`src/rtl/lsu_pkg.sv`:
```
// Shared encodings for the load/store unit: access sizes, FSM states and
// the big-endian lane position helper.
package lsu_pkg;

  localparam logic [1:0] SZ_BYTE = 2'b00;
  localparam logic [1:0] SZ_HALF = 2'b01;
  localparam logic [1:0] SZ_WORD = 2'b10;
  localparam logic [1:0] SZ_ILL  = 2'b11;

  localparam int BYTES_PER_WORD = 4;

  typedef enum logic [1:0] {
    ST_IDLE    = 2'd0,
    ST_RD_WAIT = 2'd1,
    ST_WRITE   = 2'd2
  } lsu_state_e;

  // Big-endian: byte offset 0 lives in bits [31:24], offset 3 in bits [7:0].
  function automatic logic [4:0] lane_lsb(input logic [1:0] off);
    return {~off, 3'b000};
  endfunction

endpackage

```
`src/rtl/lsu_mem_master_if.sv`:
```
// Pipeline request/response and data-memory bus of the load/store unit.
// master = the LSU itself, slave = the pipeline/memory environment.
interface lsu_mem_master_if;

  logic        req_valid;
  logic        req_ready;
  logic        req_we;
  logic [1:0]  req_size;
  logic        req_unsigned;
  logic [31:0] req_addr;
  logic [31:0] req_wdata;
  logic        resp_valid;
  logic [31:0] resp_rdata;
  logic        resp_err;
  logic [31:0] mem_addr;
  logic        mem_re;
  logic        mem_we;
  logic [31:0] mem_wdata;
  logic [31:0] mem_rdata;

  modport master (
    input  req_valid, req_we, req_size, req_unsigned, req_addr, req_wdata, mem_rdata,
    output req_ready, resp_valid, resp_rdata, resp_err,
    output mem_addr, mem_re, mem_we, mem_wdata
  );

  modport slave (
    output req_valid, req_we, req_size, req_unsigned, req_addr, req_wdata, mem_rdata,
    input  req_ready, resp_valid, resp_rdata, resp_err,
    input  mem_addr, mem_re, mem_we, mem_wdata
  );

endinterface

```
`src/rtl/lsu_lane_merge.sv`:
```
// Combinational big-endian lane logic: load extract + sign/zero extension,
// and merge of sub-word store data into the word read back from memory.
module lsu_lane_merge
  import lsu_pkg::*;
(
  input  logic [1:0]  size,
  input  logic [1:0]  offset,
  input  logic        is_unsigned,
  input  logic [15:0] wdata,
  input  logic [31:0] rdata,
  output logic [31:0] load_data,
  output logic [31:0] merge_data
);

  logic [7:0]  ld_byte;
  logic [15:0] ld_half;

  // A half always starts at offset 0 or 2, so force the low offset bit.
  assign ld_byte = rdata[lane_lsb(offset) +: 8];
  assign ld_half = rdata[lane_lsb({offset[1], 1'b1}) +: 16];

  always_comb begin
    load_data = rdata;
    case (size)
      SZ_BYTE: load_data = {{24{~is_unsigned & ld_byte[7]}}, ld_byte};
      SZ_HALF: load_data = {{16{~is_unsigned & ld_half[15]}}, ld_half};
      default: load_data = rdata;
    endcase
  end

  for (genvar gi = 0; gi < BYTES_PER_WORD; gi++) begin : g_lane
    localparam logic [1:0] LANE = 2'(gi);
    logic sel_byte;
    logic sel_half;

    assign sel_byte = (size == SZ_BYTE) && (offset == LANE);
    assign sel_half = (size == SZ_HALF) && (offset[1] == LANE[1]);
    // Within a half, the even lane takes the upper store byte.
    assign merge_data[31-8*gi -: 8] = sel_byte ? wdata[7:0] :
                                      sel_half ? (LANE[0] ? wdata[7:0] : wdata[15:8]) :
                                                 rdata[31-8*gi -: 8];
  end

endmodule

```
`src/rtl/lsu_mem_master.sv`:
```
// Load/store initiator for the MEM stage: aligned word accesses, RMW for
// sub-word stores. Build option LSU_MISALIGN_ERR_EN reports misaligned
// half/word accesses as errors instead of silently aligning them.
module lsu_mem_master
  import lsu_pkg::*;
#(
  parameter int READ_LATENCY = 2,
  parameter int MEM_BYTES    = 1024
) (
  input logic              clk,
  input logic              rst_n,
  lsu_mem_master_if.master bus
);

  localparam int CNT_W = (READ_LATENCY > 1) ? $clog2(READ_LATENCY) : 1;

  lsu_state_e        state_reg, state_next;
  logic [CNT_W-1:0]  cnt_reg;
  logic [31:0]       addr_reg;
  logic [1:0]        off_reg;
  logic [1:0]        size_reg;
  logic              unsigned_reg;
  logic              we_reg;
  logic [15:0]       wdata_reg;
  logic [31:0]       mem_wdata_reg;
  logic              resp_valid_reg;
  logic              resp_err_reg;
  logic [31:0]       resp_rdata_reg;
  logic              err_pend_reg;

  logic              accept;
  logic              misalign;
  logic              range_err;
  logic              req_err;
  logic              word_store;
  logic [31:0]       eff_addr;
  logic [32:0]       range_end;
  logic [31:0]       load_data;
  logic [31:0]       merge_data;

`ifdef LSU_MISALIGN_ERR_EN
  assign misalign = ((bus.req_size == SZ_HALF) && bus.req_addr[0]) ||
                    ((bus.req_size == SZ_WORD) && (bus.req_addr[1:0] != 2'b00));
  assign eff_addr = bus.req_addr;
`else
  assign misalign = 1'b0;
  always_comb begin
    eff_addr = bus.req_addr;
    if (bus.req_size == SZ_HALF)
      eff_addr[0] = 1'b0;
    else if (bus.req_size == SZ_WORD)
      eff_addr[1:0] = 2'b00;
  end
`endif

  // 33 bits so addresses near 2^32 cannot wrap past the bound.
  assign range_end  = {1'b0, eff_addr[31:2], 2'b00} + 33'd3;
  assign range_err  = (range_end >= 33'(MEM_BYTES));
  assign req_err    = (bus.req_size == SZ_ILL) || misalign || range_err;
  assign word_store = bus.req_we && (bus.req_size == SZ_WORD);

  // An error is answered from IDLE one cycle later; hold off new requests meanwhile.
  assign bus.req_ready = rst_n && (state_reg == ST_IDLE) && !err_pend_reg;
  assign accept        = bus.req_valid && bus.req_ready;

  always_ff @(posedge clk or negedge rst_n) begin
    if (!rst_n)
      state_reg <= ST_IDLE;
    else
      state_reg <= state_next;
  end

  always_comb begin
    state_next = state_reg;
    bus.mem_re = 1'b0;
    bus.mem_we = 1'b0;
    case (state_reg)
      ST_IDLE: begin
        if (accept && !req_err)
          state_next = word_store ? ST_WRITE : ST_RD_WAIT;
      end
      ST_RD_WAIT: begin
        bus.mem_re = 1'b1;
        if (cnt_reg == '0)
          state_next = we_reg ? ST_WRITE : ST_IDLE;
      end
      ST_WRITE: begin
        bus.mem_we = 1'b1;
        state_next = ST_IDLE;
      end
      default: state_next = ST_IDLE;
    endcase
  end

  always_ff @(posedge clk or negedge rst_n) begin
    if (!rst_n) begin
      cnt_reg        <= '0;
      addr_reg       <= '0;
      off_reg        <= '0;
      size_reg       <= '0;
      unsigned_reg   <= 1'b0;
      we_reg         <= 1'b0;
      wdata_reg      <= '0;
      mem_wdata_reg  <= '0;
      resp_valid_reg <= 1'b0;
      resp_err_reg   <= 1'b0;
      resp_rdata_reg <= '0;
      err_pend_reg   <= 1'b0;
    end else begin
      resp_valid_reg <= 1'b0;
      resp_err_reg   <= 1'b0;
      resp_rdata_reg <= '0;
      err_pend_reg   <= 1'b0;

      if (accept) begin
        addr_reg     <= {eff_addr[31:2], 2'b00};
        off_reg      <= eff_addr[1:0];
        size_reg     <= bus.req_size;
        unsigned_reg <= bus.req_unsigned;
        we_reg       <= bus.req_we;
        wdata_reg    <= bus.req_wdata[15:0];
        cnt_reg      <= CNT_W'(READ_LATENCY - 1);
        err_pend_reg <= req_err;
        if (word_store && !req_err)
          mem_wdata_reg <= bus.req_wdata;
      end

      if (err_pend_reg) begin
        resp_valid_reg <= 1'b1;
        resp_err_reg   <= 1'b1;
      end

      // The read word is consumed on the edge that ends the last read cycle.
      if (state_reg == ST_RD_WAIT) begin
        if (cnt_reg != '0) begin
          cnt_reg <= cnt_reg - 1'b1;
        end else if (we_reg) begin
          mem_wdata_reg <= merge_data;
        end else begin
          resp_valid_reg <= 1'b1;
          resp_rdata_reg <= load_data;
        end
      end

      if (state_reg == ST_WRITE)
        resp_valid_reg <= 1'b1;
    end
  end

  lsu_lane_merge u_lane_merge (
    .size        (size_reg),
    .offset      (off_reg),
    .is_unsigned (unsigned_reg),
    .wdata       (wdata_reg),
    .rdata       (bus.mem_rdata),
    .load_data   (load_data),
    .merge_data  (merge_data)
  );

  assign bus.mem_addr   = addr_reg;
  assign bus.mem_wdata  = mem_wdata_reg;
  assign bus.resp_valid = resp_valid_reg;
  assign bus.resp_err   = resp_err_reg;
  assign bus.resp_rdata = resp_rdata_reg;

endmodule

```
`src/flat_wrapper.sv`:
```
// flat-port wrapper written by rule: the top's interface ports become plain ports
module lsu_mem_master_flat import lsu_pkg::*;
#(
  parameter int READ_LATENCY = 2,
  parameter int MEM_BYTES    = 1024
)
  (clk, rst_n, bus_req_valid, bus_req_we, bus_req_size, bus_req_unsigned, bus_req_addr, bus_req_wdata, bus_mem_rdata, bus_req_ready, bus_resp_valid, bus_resp_rdata, bus_resp_err, bus_mem_addr, bus_mem_re, bus_mem_we, bus_mem_wdata);
  lsu_mem_master_if bus_i ();
  input logic clk;
  input logic rst_n;
  input wire logic [$bits(bus_i.req_valid)-1:0] bus_req_valid;
  input wire logic [$bits(bus_i.req_we)-1:0] bus_req_we;
  input wire logic [$bits(bus_i.req_size)-1:0] bus_req_size;
  input wire logic [$bits(bus_i.req_unsigned)-1:0] bus_req_unsigned;
  input wire logic [$bits(bus_i.req_addr)-1:0] bus_req_addr;
  input wire logic [$bits(bus_i.req_wdata)-1:0] bus_req_wdata;
  input wire logic [$bits(bus_i.mem_rdata)-1:0] bus_mem_rdata;
  output wire logic [$bits(bus_i.req_ready)-1:0] bus_req_ready;
  output wire logic [$bits(bus_i.resp_valid)-1:0] bus_resp_valid;
  output wire logic [$bits(bus_i.resp_rdata)-1:0] bus_resp_rdata;
  output wire logic [$bits(bus_i.resp_err)-1:0] bus_resp_err;
  output wire logic [$bits(bus_i.mem_addr)-1:0] bus_mem_addr;
  output wire logic [$bits(bus_i.mem_re)-1:0] bus_mem_re;
  output wire logic [$bits(bus_i.mem_we)-1:0] bus_mem_we;
  output wire logic [$bits(bus_i.mem_wdata)-1:0] bus_mem_wdata;
  assign bus_i.req_valid = bus_req_valid;
  assign bus_i.req_we = bus_req_we;
  assign bus_i.req_size = bus_req_size;
  assign bus_i.req_unsigned = bus_req_unsigned;
  assign bus_i.req_addr = bus_req_addr;
  assign bus_i.req_wdata = bus_req_wdata;
  assign bus_i.mem_rdata = bus_mem_rdata;
  assign bus_req_ready = bus_i.req_ready;
  assign bus_resp_valid = bus_i.resp_valid;
  assign bus_resp_rdata = bus_i.resp_rdata;
  assign bus_resp_err = bus_i.resp_err;
  assign bus_mem_addr = bus_i.mem_addr;
  assign bus_mem_re = bus_i.mem_re;
  assign bus_mem_we = bus_i.mem_we;
  assign bus_mem_wdata = bus_i.mem_wdata;
  lsu_mem_master #(.READ_LATENCY(READ_LATENCY), .MEM_BYTES(MEM_BYTES)) u_core (.clk(clk), .rst_n(rst_n), .bus(bus_i));
endmodule
```
`config.mk`:
```
export PLATFORM = sky130hd
export DESIGN_NAME = lsu_mem_master_flat
export DESIGN_NICKNAME = d
export VERILOG_FILES = /design/src/rtl/lsu_pkg.sv /design/src/rtl/lsu_mem_master_if.sv /design/src/rtl/lsu_lane_merge.sv /design/src/rtl/lsu_mem_master.sv /design/src/flat_wrapper.sv
export SDC_FILE = /design/constraint.sdc
export NUM_CORES = 1
export LEC_CHECK = 0
export ABC_AREA = 1
export CAP_MARGIN = 20
export CELL_PAD_IN_SITES_DETAIL_PLACEMENT = 1
export CELL_PAD_IN_SITES_GLOBAL_PLACEMENT = 2
export CORE_MARGIN = 2
export CORE_UTILIZATION = 27
export DETAILED_ROUTE_END_ITERATION = 10
export GPL_TIMING_DRIVEN = 0
export PLACE_DENSITY = 0.93
export REMOVE_ABC_BUFFERS = 1
export SLEW_MARGIN = 0
export SYNTH_ARGS = -nofsm -noshare
export SYNTH_HDL_FRONTEND = slang
export SYNTH_SLANG_ARGS = --single-unit
export TNS_END_PERCENT = 10
```
`constraint.sdc`:
```
create_clock -name clk -period 4.61 [get_ports clk]
set_input_delay 1.383 -clock clk [delete_from_list [all_inputs] [get_ports clk]]
set_output_delay 1.383 -clock clk [all_outputs]
set_load 0.02 [all_outputs]
```
# ---- Word-level counts from Yosys, hierarchy flattened
# Index checks and enable logic that the tools add are counted.
dict set report word_totals {
  word_cells 90
  latchBits 0
  inputBits 103
  ramBits 0
  reg_bits 122
  mem_bits_ro 0
  mem_count 0
}
dict set report op_classes {
  muxes 36
  n_reduce_logical 19
  shifts 2
  eq_ne 11
  n_lt_le_gt_ge 1
  bitwise 6
  addsub 2
  multipliers 0
  div 0
}
# cell count
set op_table {}
lappend op_table {{two-way mux 32 bit} 8}
lappend op_table {{two-way mux 8 bit} 8}
lappend op_table {{case mux 32 bit (2 select lines)} 1}
lappend op_table {{adder 32 x 2 -> 33 bit, second input constant} 1}
lappend op_table {{>= comparator 33 x 11 -> 1 bit, second input constant} 1}
lappend op_table {{indexed part select 32 x 6 -> 16 bit} 1}
lappend op_table {{indexed part select 32 x 6 -> 8 bit} 1}
lappend op_table {{two-way mux 1 bit} 13}
lappend op_table {{logical AND 1 bit} 12}
lappend op_table {{== test 2 bit, second input constant} 5}
lappend op_table {{two-way mux 2 bit} 5}
lappend op_table {{== test 2 x 1 -> 1 bit, second input constant} 4}
lappend op_table {{logical NOT 2 bit} 3}
lappend op_table {{!= test 2 bit, second input constant} 2}
lappend op_table {{NOT 2 bit} 2}
lappend op_table {{case mux 2 bit (2 select lines)} 1}
lappend op_table {{bitwise AND 1 bit} 2}
lappend op_table {{logical NOT 1 bit} 2}
lappend op_table {{NOT 1 bit} 2}
lappend op_table {{AND reduction 2 bit} 1}
lappend op_table {{logical OR 1 bit} 1}
lappend op_table {{subtractor 1 bit, second input constant} 1}

# ---- Depth between registers and ports, before layout
# Gate-level depths: netlist of run 1.
dict set report depth {
  depth_word 10
  ltp_mapped 10
}

# ---- By module
# From an unflattened synthesis of run 1, not the netlist that was laid out.
dict set report unflattened {
  hier_cells 968
  area_unflattened_um2 6806.5
}
# module area_each_um2 instances cells_per_inst
set by_module_without_submodules {}
lappend by_module_without_submodules {lsu_mem_master 5308.8 1 645}
lappend by_module_without_submodules {lsu_lane_merge 1497.7 1 323}

# ---- Worst setup path before layout of run 1
# Ideal clock, no wire load.
dict set report synth_timing {
  path_type {input to output}
  from {input port rst_n}
  to {output port bus_req_ready}
  arrival_time_ns 1.679
  slack_ns 1.548
  stages 4
  path_cell_list {inv_1 -> nor2_1 -> nand2_1 -> inv_1}
}
dict set report synth_between {
  elab_chain_cells 2
}
# element line
set synth_lines {}
lappend synth_lines {{from (decl)} flat_wrapper.sv:10} ;# input logic rst_n;
lappend synth_lines {{logical AND 1 bit (2 in a row)} lsu_mem_master.sv:63} ;# assign bus.req_ready = rst_n && (state_reg == ST_IDLE) && !err_pend_reg;
lappend synth_lines {{to (decl)} flat_wrapper.sv:18} ;# output wire logic [$bits(bus_i.req_ready)-1:0] bus_req_ready;
# No other way between the ends.

# ---- Worst setup path in the final report of run 1
# Same ends and word-level chain as after synthesis.

==> metrics.csv, run 1 <==
metric,value,unit
status,completed,
cts_tree,yes,
hold_end,u_core.bus.resp_err$_DFF_PN0_,
h-tree-depth,4,
grt.busiest_layer,met2,
netlist_instances,881,
path_class,in2out,
grt_antenna_before_repair,1,
dpl_cell_area,8770,µm²
ys_warn_count,0,
port-buffer-count,201,
power,0.00334,W
use_met1,24.5,%
met2_usage,34.0,%
hold_path.class,reg2reg,
drc,0,
grtUsageTotal,19.8,%
ant_nets,0,
grt_start_max_net_pins,64,
final_util,40.4,%
hold_violations,0,
dp_cells,1360,
required,3.23,ns
gp_congestion,0.753,
design_area,9420,µm²
finClkSkew,0.00970,ns
routed_via_density,4.65,
worst_slack,0.201,ns
power_density,355,nW/µm²
r2r_end,u_core.bus.mem_wdata[22]$_DFF_PN0_,
startpoint_type,primary input,
cts.sinks,122,
fp.dieArea,24900,µm²
rows,56,
cap_violations,0,
routed_wl,23.7,mm
worstPathArrival,3.03,ns
n_fill_cell,2832,
worstRegToRegCells,8,
grt_first_pass_wirelength,37.8,mm
hold_buffers,0,
drt_pass1_iterations,4,
drive_gt1_share,5.77,%
final_common_cell,nand2_1,
slew_violations,0,
drt_iter0_markers,292,
synth_area,6390,µm²
fin_crit,4.41,ns
yosysSeqAreaShare,47.8,%
met3_usage,5.67,%
hold_depth,0,
layout_common_cells,"nand2_1 (289), clkdlybuf4s50_1 (200), inv_1 (136)",
cts_buffers,17,
first_global_vias,6896,
worstMarginPinSlew,1.04,ns
syn_to_final_growth,47.5,%
fin_nets,1165,
maxSlewHeadroom,30.9,%
synth_area_per_cell,7.25,µm²
grt-ovfl-total,0,
cp-end-kind,primary output,
pre_cts_slack,-0.247,ns
ctsLongestPathBuffers,2,
finalNonFillerCells,1396,
multiInputGateArea,2630,µm²
cp_max_fo,63,
seqCellArea,3050,µm²
post-route-period-util,95.6,%
clk_pin_slew,0.06,ns
wl_per_cell,17.0,µm
core_area,23300,µm²
route.vias.total,6496,
setup_violations,0,
cts-root-buf,clkbuf_16,
min-delay-start,u_core.err_pend_reg$_DFF_PN0_,
rsz0062_at_grt,false,
static-leakage-power,4.72,nW
fp.dieW,158,µm
rr_startpoint,u_core.state_reg[0]$_DFFE_PN0P_,
die_y,158,µm
hpwl,17.0,mm
synth.distinct_cells,26,
cp-startpoint,rst_n,
fmax,227,MHz
peakVddDrop,0.233,mV
io_pins,204,
start_util,27.4,%
clk_latency,0.42,ns
ys_ff_latch,122,
r2r_setup_slack,1.67,ns
==> kinds of logic after synthesis <==
logic type / share of synthesized area, %
simple gates: 27.8
flops: 47.8
buf+inv: 11.6
compound gates: 12.7
other cells: 0.0587
==> worst max path at each step <==
stage	depth (start not counted)	to	slack, ns
5_1_grt	7	bus_req_ready	0.05
6_report	7	bus_req_ready	0.20
3_3_place_gp	9	u_core.bus.mem_wdata[3]$_DFF_PN0_	-11.04
3_5_place_dp	11	u_core.bus.mem_wdata[22]$_DFF_PN0_	-0.25
2_1_floorplan	8	u_core.bus.mem_wdata[0]$_DFF_PN0_	-1.97
4_1_cts	7	bus_req_ready	0.04
==> layer usage <==
layer | part of all wire, % | wire (µm) | up-vias
met1 | 43 | 10200 | 3155
met3 | 7.4 | 1750 | 23
met4 | 1.1 | 264 | 2
li1 | - | - | 3139
met2 | 48 | 11400 | 177
met5 | 0.055 | 13 | -
==> repair_timing <==
action | CTS | global route
setup buffers | 0 | 0
endpoints found under the setup margin | 1 | 1
gates resized for setup | 1 | 1
==> through the flow <==
stage          setup TNS (ns)  hold slack, ns
3_5_place_dp            -5.98           0.406
2_1_floorplan         -134.19           0.375
4_1_cts                     0           0.420
3_3_place_gp         -1276.45           0.406
6_report                    0           0.421
5_1_grt                     0           0.442
==> area by class of cell <==
type                       instances  share of cell area (%)
sequential                       122                    32.4
multi-input combinational        571                    27.9
timing repair buffer             211                    23.4
inverter                         139                    5.54
clock buffer                      17                    4.52
tap                              319                    4.24
clock inverter                    15                    2.01
antenna                            2                  0.0531
==> Yosys cell counts (all sizes together) <==
cell type | number | area share [%]
o221ai | 7 | 0.96
o211ai | 16 | 2.1
a21oi | 28 | 2.2
conb | 1 | 0.059
nand3 | 37 | 3.0
nor2 | 60 | 3.9
a211oi | 2 | 0.39
dfrtp | 122 | 48
nor3 | 1 | 0.16
a31oi | 1 | 0.098
clkbuf | 28 | 1.6
nor4 | 1 | 0.20
inv | 139 | 8.2
buf | 22 | 1.8
nand2 | 293 | 17
nand4 | 34 | 3.3
o21ai | 89 | 7.0
==> worst max-delay path, cell delays in order <==
cell and delay, ns:
buf_12 0.27, buf_16 0.32, inv_1 0.08, nor2_1 0.09, nand2_1 0.11, inv_1 0.08, clkdlybuf4s50_1 0.60
==> power breakdown <==
group          switching [W]  internal (W)
Combinational       0.000416      0.000288
Clock               0.000555      0.000860
Sequential         0.0000663       0.00116
Power figures use the tool's default switching activity.
==> inputs of run 2 (changes only) <==
--- a/config.mk
+++ b/config.mk
@@ -7,10 +7,10 @@
 export LEC_CHECK = 0
 export ABC_AREA = 1
 export CAP_MARGIN = 20
-export CELL_PAD_IN_SITES_DETAIL_PLACEMENT = 1
-export CELL_PAD_IN_SITES_GLOBAL_PLACEMENT = 2
+export CELL_PAD_IN_SITES_DETAIL_PLACEMENT = 0
+export CELL_PAD_IN_SITES_GLOBAL_PLACEMENT = 1
 export CORE_MARGIN = 2
-export CORE_UTILIZATION = 27
+export CORE_UTILIZATION = 35
 export DETAILED_ROUTE_END_ITERATION = 10
 export GPL_TIMING_DRIVEN = 0
 export PLACE_DENSITY = 0.93
==> run 2 against run 1 <==
  * Wire length shrank 13%
  * Global-route usage up 1.9 points
  * Clock skew is 0.0013 ns higher
  * Worst setup slack improved by 0.20 ns
  * Critical path depth decreased by 1
  * Via count fell by 2.1%
  * Maximum frequency increased by 4.7%
  * Power up 0.24%
  * Combinational power fell by 3%
  * First-iteration DRC count increased by 40%
  * Register-to-register slack better by 0.08 ns
  * Highest routed layer unchanged
==> metrics.csv, run 2 (same netlist as run 1, synthesis figures left out) <==
metric,value,unit,change
core_area,18000,µm²,was 23300 µm²
setup_violations,0,,unchanged
status,completed,,unchanged
wl_per_cell,15.8,µm,was 17.0 µm
ant_nets,0,,unchanged
layout_common_cells,"nand2_1 (289), clkdlybuf4s50_1 (200), inv_1 (136)",,unchanged
route.vias.total,6361,,was 6496
grtUsageTotal,21.7,%,was 19.8%
syn_to_final_growth,44.8,%,was 47.5%
p_sw,0.000990,W,was 0.00104 W
n_fill_cell,1744,,was 2832
design_area,9250,µm²,was 9420 µm²
clk_latency,0.43,ns,was 0.42 ns
grt_first_pass_wirelength,33.1,mm,was 37.8 mm
slew_violations,0,,unchanged
cts_buffers,17,,unchanged
start_util,35.6,%,was 27.4%
rsz0062_at_grt,false,,unchanged
grt_antenna_before_repair,1,,unchanged
seqCellArea,3050,µm²,unchanged
netSwitchingFraction,29.6,%,was 31.0%
drt_pass1_iterations,5,,was 4
post-route-period-util,91.4,%,was 95.6%
port-buffer-count,201,,unchanged
final_common_cell,nand2_1,,unchanged
routed_wl,20.6,mm,was 23.7 mm
hold_buffers,0,,unchanged
met2_usage,35.1,%,was 34.0%
diodes,0,,was 2
r2r_setup_slack,1.75,ns,was 1.67 ns
io_pins,204,,unchanged
drc,0,,unchanged
drive_gt1_share,5.50,%,was 5.77%
cp-end-kind,primary output,,unchanged
first_global_vias,6336,,was 6896
internal_power,0.00236,W,was 0.00230 W
fmax,237,MHz,was 227 MHz
maxSlewHeadroom,25.8,%,was 30.9%
grt_start_max_net_pins,66,,was 64
h-tree-depth,4,,unchanged
peakVddDrop,0.251,mV,was 0.233 mV
startpoint_type,primary input,,unchanged
gp_congestion,0.839,,was 0.753
combPwrFrac,20.5,%,was 21.1%
clk_pin_slew,0.06,ns,about the same
routed_via_density,4.89,,was 4.65
clockPowerShare,43.1,%,was 42.4%
hold_violations,0,,unchanged
die_y,139,µm,was 158 µm
met3_usage,4.56,%,was 5.67%
static-leakage-power,4.70,nW,was 4.72 nW
fin_nets,1162,,was 1165
grt.busiest_layer,met2,,unchanged
grt-ovfl-total,0,,unchanged
final_util,51.5,%,was 40.4%
cts_resized,0,,was 1
multiInputGateArea,2630,µm²,unchanged
drt_iter0_markers,408,,was 292
path_class,in2out,,unchanged
cts-root-buf,clkbuf_16,,unchanged
worstPathArrival,2.83,ns,was 3.03 ns
use_met1,27.9,%,was 24.5%
rows,49,,was 56
power_density,362,nW/µm²,was 355 nW/µm²
dpl_cell_area,8610,µm²,was 8770 µm²
fin_crit,4.21,ns,was 4.41 ns
cap_violations,0,,unchanged
ctsLongestPathBuffers,2,,unchanged
cts.sinks,122,,unchanged
power,0.00335,W,was 0.00334 W
cp_max_fo,59,,was 63
worstMarginPinSlew,1.11,ns,was 1.04 ns
post_cts_buffers,0,,unchanged
hpwl,14.2,mm,was 17.0 mm
hold_path.class,reg2reg,,unchanged
fp.dieW,139,µm,was 158 µm
finClkSkew,0.0110,ns,was 0.00970 ns
required,3.23,ns,about the same
cts_tree,yes,,unchanged
p_seq_share,36.4,%,was 36.6%
fp.dieArea,19400,µm²,was 24900 µm²
==> run 2: final cells by class <==
cell class | instances | share of cell area, %
tap | 229 | 3.10
clock buffer | 18 | 4.75
inverter | 139 | 5.64
timing repair buffer | 208 | 23.0
clock inverter | 14 | 2.11
sequential | 122 | 33.0
multi-input combinational | 571 | 28.4
==> run 2: power groups by stage <==
stage          Sequential, W  Combinational [W]  Clock, W
6_report             0.00122           0.000686   0.00144
5_1_grt              0.00123           0.000756   0.00151
4_1_cts              0.00122           0.000691   0.00146
3_5_place_dp         0.00124           0.000687         0
3_3_place_gp         0.00124           0.000674         0
2_1_floorplan        0.00130           0.000272         0
==> run 2: final timing paths <==
| check | from | depth (start not counted) | endpoint |
|---|---|---|---|
| worst max-delay path | rst_n | 6 | bus_req_ready |
| worst min-delay path | u_core.err_pend_reg$_DFF_PN0_ | 0 | u_core.bus.resp_err$_DFF_PN0_ |
| worst max register to register | u_core.state_reg[0]$_DFFE_PN0P_ | 7 | u_core.cnt_reg$_DFF_PN0_ |
| worst min register to register | u_core.err_pend_reg$_DFF_PN0_ | 0 | u_core.bus.resp_err$_DFF_PN0_ |
| max in group asynchronous | rst_n | 2 | u_core.bus.resp_rdata[16]$_DFF_PN0_ |
| min in group asynchronous | rst_n | 1 | u_core.bus.mem_addr[8]$_DFFE_PN0P_ |
==> run 2: through the flow <==
step	setup WS, ns	std cells	hold slack (ns)	setup TNS [ns]
floorplan	-1.97	832	0.375	-134.19
global placement	-10.43	1262	0.398	-1204.33
global route	0.262	1301	0.414	0
CTS	0.368	1300	0.409	0
finish	0.399	1301	0.411	0
detailed placement	0.115	1268	0.395	0
==> run 2: per-layer routing <==
| layer | vias to the layer above | part of all wire, % |
|---|---|---|
| met1 | 2961 | 43 |
| met2 | 228 | 48 |
| met4 | 2 | 3.3 |
| li1 | 3124 | - |
| met3 | 46 | 5.7 |
| met5 | - | 0.053 |
==> run 2: worst max-delay path, stage by stage <==
cell and delay [ns]:
buf_6 0.42, inv_1 0.09, nor2_1 0.10, nand2_1 0.12
inv_1 0.08, clkdlybuf4s50_1 0.59
==> inputs of run 3 (changes only) <==
--- a/config.mk
+++ b/config.mk
@@ -10,10 +10,10 @@
 export CELL_PAD_IN_SITES_DETAIL_PLACEMENT = 0
 export CELL_PAD_IN_SITES_GLOBAL_PLACEMENT = 1
 export CORE_MARGIN = 2
-export CORE_UTILIZATION = 35
+export CORE_UTILIZATION = 30
 export DETAILED_ROUTE_END_ITERATION = 10
 export GPL_TIMING_DRIVEN = 0
-export PLACE_DENSITY = 0.93
+export PLACE_DENSITY = 0.86
 export REMOVE_ABC_BUFFERS = 1
 export SLEW_MARGIN = 0
 export SYNTH_ARGS = -nofsm -noshare
==> constraint.sdc (replaced) <==
create_clock -name clk -period 3.38 [get_ports clk]
set_input_delay 1.014 -clock clk [delete_from_list [all_inputs] [get_ports clk]]
set_output_delay 1.014 -clock clk [all_outputs]
set_load 0.02 [all_outputs]
==> run 3 against run 2 <==
  * Power is 32% higher
  * Wire length is 4.5% higher
  * Clock skew is 0.0045 ns lower
  * Final area is 1.1% higher
  * Sequential cell count did not move
  * Worst hold slack worse by 0.0013 ns
  * Count of clock-buffer cells in the layout shrank 1
  * Die area up 16%
  * Worst setup slack worse by 0.27 ns
  * Highest routed layer is now met4
==> metrics.csv, run 3 (same netlist as run 1, synthesis figures left out) <==
metric,value,unit,change
clk_pin_slew,0.06,ns,about the same
drt_pass1_iterations,4,,was 5
gp_congestion,0.790,,was 0.839
setup_violations,0,,unchanged
pre_cts_slack,-0.561,ns,was 0.115 ns
cts.sinks,122,,unchanged
diodes,0,,unchanged
path_common_cell,inv_1,,unchanged
worstPathArrival,2.24,ns,was 2.83 ns
syn_to_final_growth,46.3,%,was 44.8%
hold_end,u_core.bus.resp_err$_DFF_PN0_,,unchanged
worstPathCellList,buf_16 -> inv_1 -> nor2_1 -> nand2_1 -> inv_1 -> clkdlybuf4s50_1,,was buf_6 -> inv_1 -> nor2_1 -> nand2_1 -> inv_1 -> clkdlybuf4s50_1
drt_iter0_markers,316,,was 408
maxSlewHeadroom,28.9,%,was 25.8%
first_global_vias,6031,,was 6336
met2_usage,31.8,%,was 35.1%
startpoint_type,primary input,,unchanged
min-delay-start,u_core.err_pend_reg$_DFF_PN0_,,unchanged
fmax,307,MHz,
layout_common_cells,"nand2_1 (289), clkdlybuf4s50_1 (200), inv_1 (136)",,unchanged
final_common_cell,nand2_1,,unchanged
port-buffer-count,201,,unchanged
rr_startpoint,u_core.state_reg[0]$_DFFE_PN0P_,,unchanged
clk_latency,0.42,ns,was 0.43 ns
grtUsageTotal,19.4,%,was 21.7%
fin_nets,1165,,was 1162
worst_slack,0.126,ns,was 0.399 ns
die_y,150,µm,was 139 µm
routed_via_density,4.66,,was 4.89
static-leakage-power,4.71,nW,was 4.70 nW
hold_buffers,0,,unchanged
hpwl,15.1,mm,was 14.2 mm
h-tree-depth,4,,unchanged
hold_depth,0,,unchanged
hold_violations,0,,unchanged
rsz0062_at_grt,false,,unchanged
use_met1,24.6,%,was 27.9%
core_area,21000,µm²,was 18000 µm²
cts_buffers,17,,unchanged
peakVddDrop,0.361,mV,was 0.251 mV
met3_usage,6.59,%,was 4.56%
start_util,30.5,%,was 35.6%
post-route-period-util,96.3,%,
wl_per_cell,15.9,µm,was 15.8 µm
fp.dieW,150,µm,was 139 µm
cpPeakStageDelay,0.59,ns,about the same
slowest_stage,clkdlybuf4s50_1,,unchanged
power_density,472,nW/µm²,was 362 nW/µm²
required,2.37,ns,was 3.23 ns
cap_violations,0,,unchanged
routed_wl,21.5,mm,was 20.6 mm
route.vias.total,6290,,was 6361
grt-ovfl-total,0,,unchanged
drive_gt1_share,5.77,%,was 5.50%
grt_first_pass_wirelength,33.1,mm,about the same
fin_crit,3.25,ns,
fp.dieArea,22500,µm²,was 19400 µm²
r2r_setup_slack,0.87,ns,was 1.75 ns
ant_nets,0,,unchanged
status,completed,,unchanged
grt_start_max_net_pins,64,,was 66
cp-end-kind,primary output,,unchanged
cts-root-buf,clkbuf_16,,unchanged
grt.busiest_layer,met2,,unchanged
finClkSkew,0.00648,ns,was 0.0110 ns
drc,0,,unchanged
path_class,in2out,,unchanged
worstRegToRegCells,7,,unchanged
io_pins,204,,unchanged
hold_path.class,reg2reg,,unchanged
post_cts_buffers,0,,unchanged
slew_violations,0,,unchanged
r2r_end,u_core.bus.mem_addr[5]$_DFFE_PN0P_,,was u_core.cnt_reg$_DFF_PN0_
final_util,44.6,%,was 51.5%
cp_max_fo,61,,was 59
worstMarginPinSlew,1.07,ns,was 1.11 ns
ctsLongestPathBuffers,2,,unchanged
grt_antenna_before_repair,0,,was 1
rows,53,,was 49
cts_tree,yes,,unchanged
[run 3: final cells by class]
cell class                      count  area (µm²)
Fill cell                        2152       11600
Inverter                          139         522
Timing Repair Buffer              211        2220
Clock buffer                       17         425
Tap cell                          275         344
Multi-Input combinational cell    571        2630
Clock inverter                     15         154
Sequential cell                   122        3050
[run 3: how the worst max path moves through the flow]
stage / start / to / slack (ns) / depth (start not counted)
after floorplan: rst_n / u_core.bus.mem_wdata[0]$_DFF_PN0_ / -2.83 / 8
after global placement: rst_n / u_core.bus.mem_wdata[5]$_DFF_PN0_ / -11.71 / 9
after detailed placement: rst_n / u_core.bus.mem_wdata[10]$_DFF_PN0_ / -0.56 / 10
after CTS: rst_n / bus_req_ready / 0.08 / 6
after global routing: rst_n / bus_req_ready / 0.02 / 6
final: rst_n / bus_req_ready / 0.13 / 6
[run 3: per-stage QoR]
step	hold WS [ns]	instances	total power (W)	TNS, ns	instance area (µm²)
6_report	0.409	1350	0.00441	0	9350
5_1_grt	0.426	1350	0.00466	0	9350
4_1_cts	0.406	1348	0.00446	0	9310
3_5_place_dp	0.393	1316	0.00263	-23.44	8720
3_3_place_gp	0.389	1308	0.00261	-1443.57	8530
2_1_floorplan	0.375	832	0.00214	-209.96	6170
[run 3: where the power goes]
group / internal (W) / switching (W) / leakage (nW)
clock network: 0.00108 / 0.000718 / 0.275
registers: 0.00158 / 0.0000886 / 1.54
logic: 0.000396 / 0.000550 / 2.90
total: 0.00306 / 0.00136 / 4.71
[run 3: worst max-delay path: cells and delay by family]
| kind | cells | cell delay [ns] |
|---|---|---|
| AND/OR/NAND/NOR | 2 | 0.20 |
| buffers and inverters | 4 | 1.00 |
[run 3: timing repair]
action | CTS | global route
cloned | 0 | 0
hold endpoints to repair | 0 | 0
gates resized for setup | 2 | 2
endpoints found under the setup margin | 33 | 33
[run 3: layer usage]
| layer | part of all wire (%) | up-vias |
|---|---|---|
| li1 | - | 3139 |
| met5 | 0 | - |
| met2 | 47 | 210 |
| met3 | 8.3 | 13 |
| met4 | 0.86 | 0 |
| met1 | 44 | 2928 |
